`config.mk`:
```
export PLATFORM = sky130hd
export DESIGN_NAME = wordline_sequencer
export DESIGN_NICKNAME = d
export VERILOG_FILES = /design/src/rtl/wordline_sequencer.sv
export SDC_FILE = /design/constraint.sdc
export NUM_CORES = 1
export LEC_CHECK = 0
export ABC_AREA = 1
export BUFFER_PORTS_ARGS = -buffer_cell sky130_fd_sc_hd__clkbuf_2
export CORE_UTILIZATION = 34
export CTS_CLUSTER_SIZE = 14
export DETAILED_ROUTE_END_ITERATION = 8
export PLACE_DENSITY_LB_ADDON = 0.1
export REMOVE_ABC_BUFFERS = 1
export SYNTH_ARGS = -nofsm -noshare
export SYNTH_HDL_FRONTEND = slang
export SYNTH_SLANG_ARGS = --single-unit
```
`constraint.sdc`:
```
create_clock -name clk -period 1.8 [get_ports clk]
set_input_delay 0.18 -clock clk [delete_from_list [all_inputs] [get_ports clk]]
set_output_delay 0.18 -clock clk [all_outputs]
set_load 0.02 [all_outputs]
```
`src/rtl/wordline_sequencer.sv`:
```
// Registered one-hot wordline generator that walks a burst of addresses
// from a single start pulse, with stall, linear or block-wrap stepping.
module wordline_sequencer #(
   parameter int ADDR_W  = 6,
   parameter int BURST_W = 3
) (
   input  logic                    clk,
   input  logic                    rst,
   input  logic                    start,
   input  logic [ADDR_W-1:0]       addr_in,
   input  logic [BURST_W-1:0]      burst_len,
   input  logic                    wrap_en,
   input  logic                    stall,
   output logic [(1<<ADDR_W)-1:0]  wordline,
   output logic                    wl_valid,
   output logic                    wl_last,
   output logic [ADDR_W-1:0]       cur_addr,
   output logic                    busy
);

   localparam int WL = 1 << ADDR_W;
   localparam logic [0:0] S_IDLE  = 1'b0;
   localparam logic [0:0] S_BURST = 1'b1;
   localparam logic [ADDR_W-1:0] BLK_MASK = ADDR_W'((1 << BURST_W) - 1);

   logic [0:0]         r_state;
   logic [ADDR_W-1:0]  r_cur_addr;
   logic [BURST_W-1:0] r_remaining;
   logic               r_mode;
   logic [WL-1:0]      r_wordline;

   logic [0:0]         w_state_nx;
   logic [ADDR_W-1:0]  w_addr_nx;
   logic [BURST_W-1:0] w_remaining_nx;
   logic               w_mode_nx;
   logic [WL-1:0]      w_wordline_nx;
   logic [ADDR_W-1:0]  w_addr_inc;
   logic               w_accept;

   // A start is taken in IDLE, or on an unstalled final beat for a gapless hand-off.
   assign w_accept = start && ((r_state == S_IDLE) ||
                               ((r_remaining == '0) && !stall));

   assign w_addr_inc = r_mode
      ? ((r_cur_addr & ~BLK_MASK) | ((r_cur_addr + ADDR_W'(1)) & BLK_MASK))
      : (r_cur_addr + ADDR_W'(1));

   always_comb begin
      w_state_nx     = r_state;
      w_addr_nx      = r_cur_addr;
      w_remaining_nx = r_remaining;
      w_mode_nx      = r_mode;
      if (w_accept) begin
         w_state_nx     = S_BURST;
         w_addr_nx      = addr_in;
         w_remaining_nx = burst_len;
         w_mode_nx      = wrap_en;
      end else if ((r_state == S_BURST) && !stall) begin
         if (r_remaining != '0) begin
            w_addr_nx      = w_addr_inc;
            w_remaining_nx = r_remaining - BURST_W'(1);
         end else begin
            w_state_nx = S_IDLE;
            w_addr_nx  = '0;
         end
      end
   end

   // Decoding the next address keeps the wordline a clean flop output.
   assign w_wordline_nx = (w_state_nx == S_BURST) ? (WL'(1) << w_addr_nx) : '0;

   always_ff @(posedge clk) begin
      if (rst) begin
         r_state     <= S_IDLE;
         r_cur_addr  <= '0;
         r_remaining <= '0;
         r_mode      <= 1'b0;
         r_wordline  <= '0;
      end else begin
         r_state     <= w_state_nx;
         r_cur_addr  <= w_addr_nx;
         r_remaining <= w_remaining_nx;
         r_mode      <= w_mode_nx;
         r_wordline  <= w_wordline_nx;
      end
   end

   assign wordline = r_wordline;
   assign wl_valid = (r_state == S_BURST);
   assign wl_last  = wl_valid && (r_remaining == '0);
   assign cur_addr = r_cur_addr;
   assign busy     = wl_valid;

endmodule
```
==> reports/metrics.csv <==
stage;metric;value;unit
global_routing;pin count of the biggest net entering global routing;33;
sta;Final Hold Violating Endpoints;0;
sta;Worst Skew;0.01093;ns
logic_synthesis;multiplexer share of the synthesized area;0;%
critical_path;Reg-to-Reg End;wordline[35];
sta;slew of the pin with the lowest slew margin;0.3139;ns
sta;post-route worst hold slack;0.08673;ns
layout;final cell count without fillers;512;
layout;Net count, final;426;
clock_network;Clock Sinks;75;
routing;router iterations before antenna repair;4;
layout;Layout Utilization;48.15;%
placed_design;routability-driven placement congestion ratio;0.7662;
clock_network;Worst-path clk slew;0.08;ns
logic_synthesis;top flip-flop cell by instance count after synthesis;sky130_fd_sc_hd__dfxtp_1;
clock_network;CTS tree;built;
pwr;worst vdd rail ir drop;643.9;uV
status;outcome;finished, final reports clean;
logic_synthesis;synth unique cells;28;
clock_network;post-CTS setup buffer count;0;
logic_synthesis;basic-gate share of the synthesized area counting and, or, nand and nor cells;32.07;%
floorplanning;number of placed I/O pins;87;
clock_network;buffer cell driving the clock tree root;sky130_fd_sc_hd__clkbuf_8;
critical_path;startpoint of the worst register-to-register path;busy;
min_path;worst hold endpoint;r_remaining[2];
floorplanning;number of placement rows;31;
placed_design;setup slack at placement;-0.005416;ns
placed_design;HPWL after detailed placement;4.511;mm
logic_synthesis;FF+latch count, synth;75;
logic_synthesis;average cell area after synthesis;8.551;sq um
critical_path;arrival time of the worst setup path;1.88;ns
floorplanning;die height;90.02;microns
logic_synthesis;sequential share of the synthesized area;57.01;%
floorplanning;starting density of the core;35.74;%
logic_synthesis;cell type with the largest total area after synthesis;sky130_fd_sc_hd__dfxtp_1;
routing;via count of the routed design;2307;
routing;DRC violation count after routing;0;
logic_synthesis;post-synthesis async set-or-reset flop share;0;%
critical_path;crit path capture type;flop;
layout;layout cells sized above 1;38.98;%
floorplanning;CORE AREA;0.007370;sq mm
routing;final routed wirelength across all metal layers;6.467;mm
logic_synthesis;biggest area contributors in the synthesized netlist;sky130_fd_sc_hd__dfxtp_1 57%, sky130_fd_sc_hd__nor2_1 12%, sky130_fd_sc_hd__nand2_1 6.8%;
layout;area occupied by multi-input gates;0.001061;sq mm
sta;remaining max-slew budget at the tightest pin;79.07;%
sta;max-slew violations;0;
clock_network;maximum root-to-sink buffer count;2;
critical_path;worst reg-to-reg setup slack;0.15;ns
flow_run;number of max-cap violations;0;
critical_path;startpoint class of the critical path;flop;
min_path;kind of path behind the tightest hold check;in2reg;
critical_path;worst r2r path cells;10;
critical_path;top fanout value on the critical path;32;
logic_synthesis;largest family of logic cells by synthesized area;simple AND/OR/NAND/NOR gates;
logic_synthesis;number of enable flip-flop cells after synthesis;0;
placed_design;number of buffer cells added on primary ports;86;
min_path;cell count of the worst hold path;3;
global_routing;total routing usage reported by global routing;17.07;%
layout;cell area after layout;0.003548;sq mm
logic_synthesis;yosys warns;0;
floorplanning;die area;0.008103;sq mm
critical_path;Worst Path Required;2.03;ns
logic_synthesis;Compound-Gate Fraction of Synth Area;2.233;%
layout;count of antenna diodes in the layout;0;
global_routing;initial antenna violation count;0;
global_routing;remaining global-route overflow;0;
routing;number of design-rule violations left by the first detailed-router iteration;88;
sta;unrepaired setup endpoints after global routing;yes;
routing;post-detailed-route count of antenna-violating nets;0;
clock_network;insertion delay to the later sink of the worst-skew pair;0.34;ns
floorplanning;die span in x;90.02;microns
logic_synthesis;adder-cell share of the synthesized area;1.425;%
sta;fmax;0.6076;GHz
placed_design;DP Area;0.003268;sq mm
pwr;cell leakage power;1.584;nW
layout;layout overhead on the synthesized area;34.73;%
sta;final setup fails;0;
sta;final critical-path share of the clock period;91.44;%
placed_design;# placed instances;497;
clock_network;number of buffers inserted during clock tree synthesis;9;
global_routing;vias in the first global route;2193;
logic_synthesis;Syn Std Cell Area;0.002634;sq mm
layout;storage element area;0.001501;sq mm
global_routing;global-route wire length before repair;10.92;mm
routing;drt wl/cell;12.63;microns
clock_network;H-tree levels;3;
logic_synthesis;xor-xnor portion of the synthesized cell area;0.6651;%
logic_synthesis;proportion of netlist area held by the largest area contributor;57.01;%
min_path;hold path start;burst_len[2];
critical_path;type of the worst setup path;reg2reg;
layout;number of filler instances in the final layout;744;
pwr;Pwr Density;928.2;mW/mm^2
sta;setup ws final;0.1541;ns
routing;Via density;4.506;
sta;Final Critical Period;1.646;ns
logic_synthesis;Syn Inst Count;308;
[timing repair]
item / in CTS / in global routing
pin swaps: 0 / 9
hold buffers: 0 / 0
setup endpoints to repair: 9 / 64
gates resized for setup: 3 / 29
[stage by stage]
stage	setup TNS [ns]	total power, W
after floorplan	-15.56	0.001996
after global placement	-0.001059	0.002182
after detailed placement	-0.005416	0.002183
after CTS	0	0.003287
after global routing	-0.003795	0.003466
final	0	0.003294
[registers in the layout, summed over array words and instances (netlist names)]
signal and count:
cur_addr 6, r_mode 1, r_remaining 3, busy 1
wordline 64
[how the worst max path moves through the flow]
stage | from | to | slack (ns) | depth (start not counted)
floorplan | busy | wordline[32] | -0.35 | 9
global placement | r_remaining[0] | wordline[16] | -0.001 | 11
detailed placement | r_remaining[0] | wordline[48] | -0.005 | 11
CTS | r_remaining[0] | wordline[41] | 0.004 | 11
global route | r_remaining[0] | wordline[40] | -0.004 | 11
finish | busy | wordline[35] | 0.15 | 10
[metal layers]
layer,routed length [microns],up-vias,part of all wire [%],track usage (%)
met5,0,-,0,0
met4,55,0,0.85,4.839
met3,383,7,5.9,6.684
met2,3040,57,47,27.10
met1,2988,1068,46,21.43
li1,-,1175,-,-
[critical path, cell delays in order (launching register included)]
cell and delay (ns):
sky130_fd_sc_hd__dfxtp_1 0.39, sky130_fd_sc_hd__inv_2 0.07, sky130_fd_sc_hd__nor2_4 0.20, sky130_fd_sc_hd__inv_2 0.09, sky130_fd_sc_hd__nor2_2 0.13, sky130_fd_sc_hd__nand4_1 0.11, sky130_fd_sc_hd__nand3_2 0.11, sky130_fd_sc_hd__nand2_1 0.05
sky130_fd_sc_hd__nand2_1 0.10, sky130_fd_sc_hd__buf_12 0.19, sky130_fd_sc_hd__nor2_1 0.07
[where the power goes]
group / internal [W] / switching [W] / leakage [nW] / total [W]
clock network: 0.000494 / 0.000605 / 0.0850 / 0.00110
registers: 0.00169 / 0.0000197 / 0.606 / 0.00171
logic: 0.000169 / 0.000320 / 0.892 / 0.000489
total: 0.00235 / 0.000944 / 1.58 / 0.00329
[cell type report]
class / instances / area share, %
Sequential cell: 75 / 42.31
Timing Repair Buffer: 103 / 17.35
Inverter: 19 / 2.221
Clock inverter: 6 / 1.234
Multi-Input combinational cell: 201 / 29.90
Clock buffer: 9 / 3.491
Tap cell: 99 / 3.491
[synthesized netlist by cell type, types with 3 or more instances]
master / n
sky130_fd_sc_hd__buf_2: 4
sky130_fd_sc_hd__nor2_1: 83
sky130_fd_sc_hd__nand4_1: 4
sky130_fd_sc_hd__nand3_2: 9
sky130_fd_sc_hd__nand3_1: 35
sky130_fd_sc_hd__inv_1: 13
sky130_fd_sc_hd__ha_1: 3
sky130_fd_sc_hd__a21oi_1: 3
sky130_fd_sc_hd__inv_2: 5
sky130_fd_sc_hd__dfxtp_1: 75
sky130_fd_sc_hd__nand2_1: 48
sky130_fd_sc_hd__buf_4: 5
[cells in the final DEF, fill, tap and decap left out, drive strengths merged]
cell type  Yosys  final
a211oi         2      2
a21oi          4      4
a31oi          1      1
buf           11     17
clkbuf         2     95
clkinv         0      5
clkinvlp       0      1
dfxtp         75     75
ha             3      3
inv           19     19
nand2         51     51
nand3         44     44
nand3b         2      2
nand4          4      4
nor2          86     86
o21ai          2      2
xor2           2      2
[logic make-up (layout without fill, tap and decap cells)]
family | after synthesis | after routing
and+or+nand+nor | 187 | 187
DFF | 75 | 75
buffers and inverters | 32 | 137
AOI/OAI and AO/OA | 9 | 9
adders and majority gates | 3 | 3
xor gates and xnor gates | 2 | 2
Power figures use the tool's default switching activity.
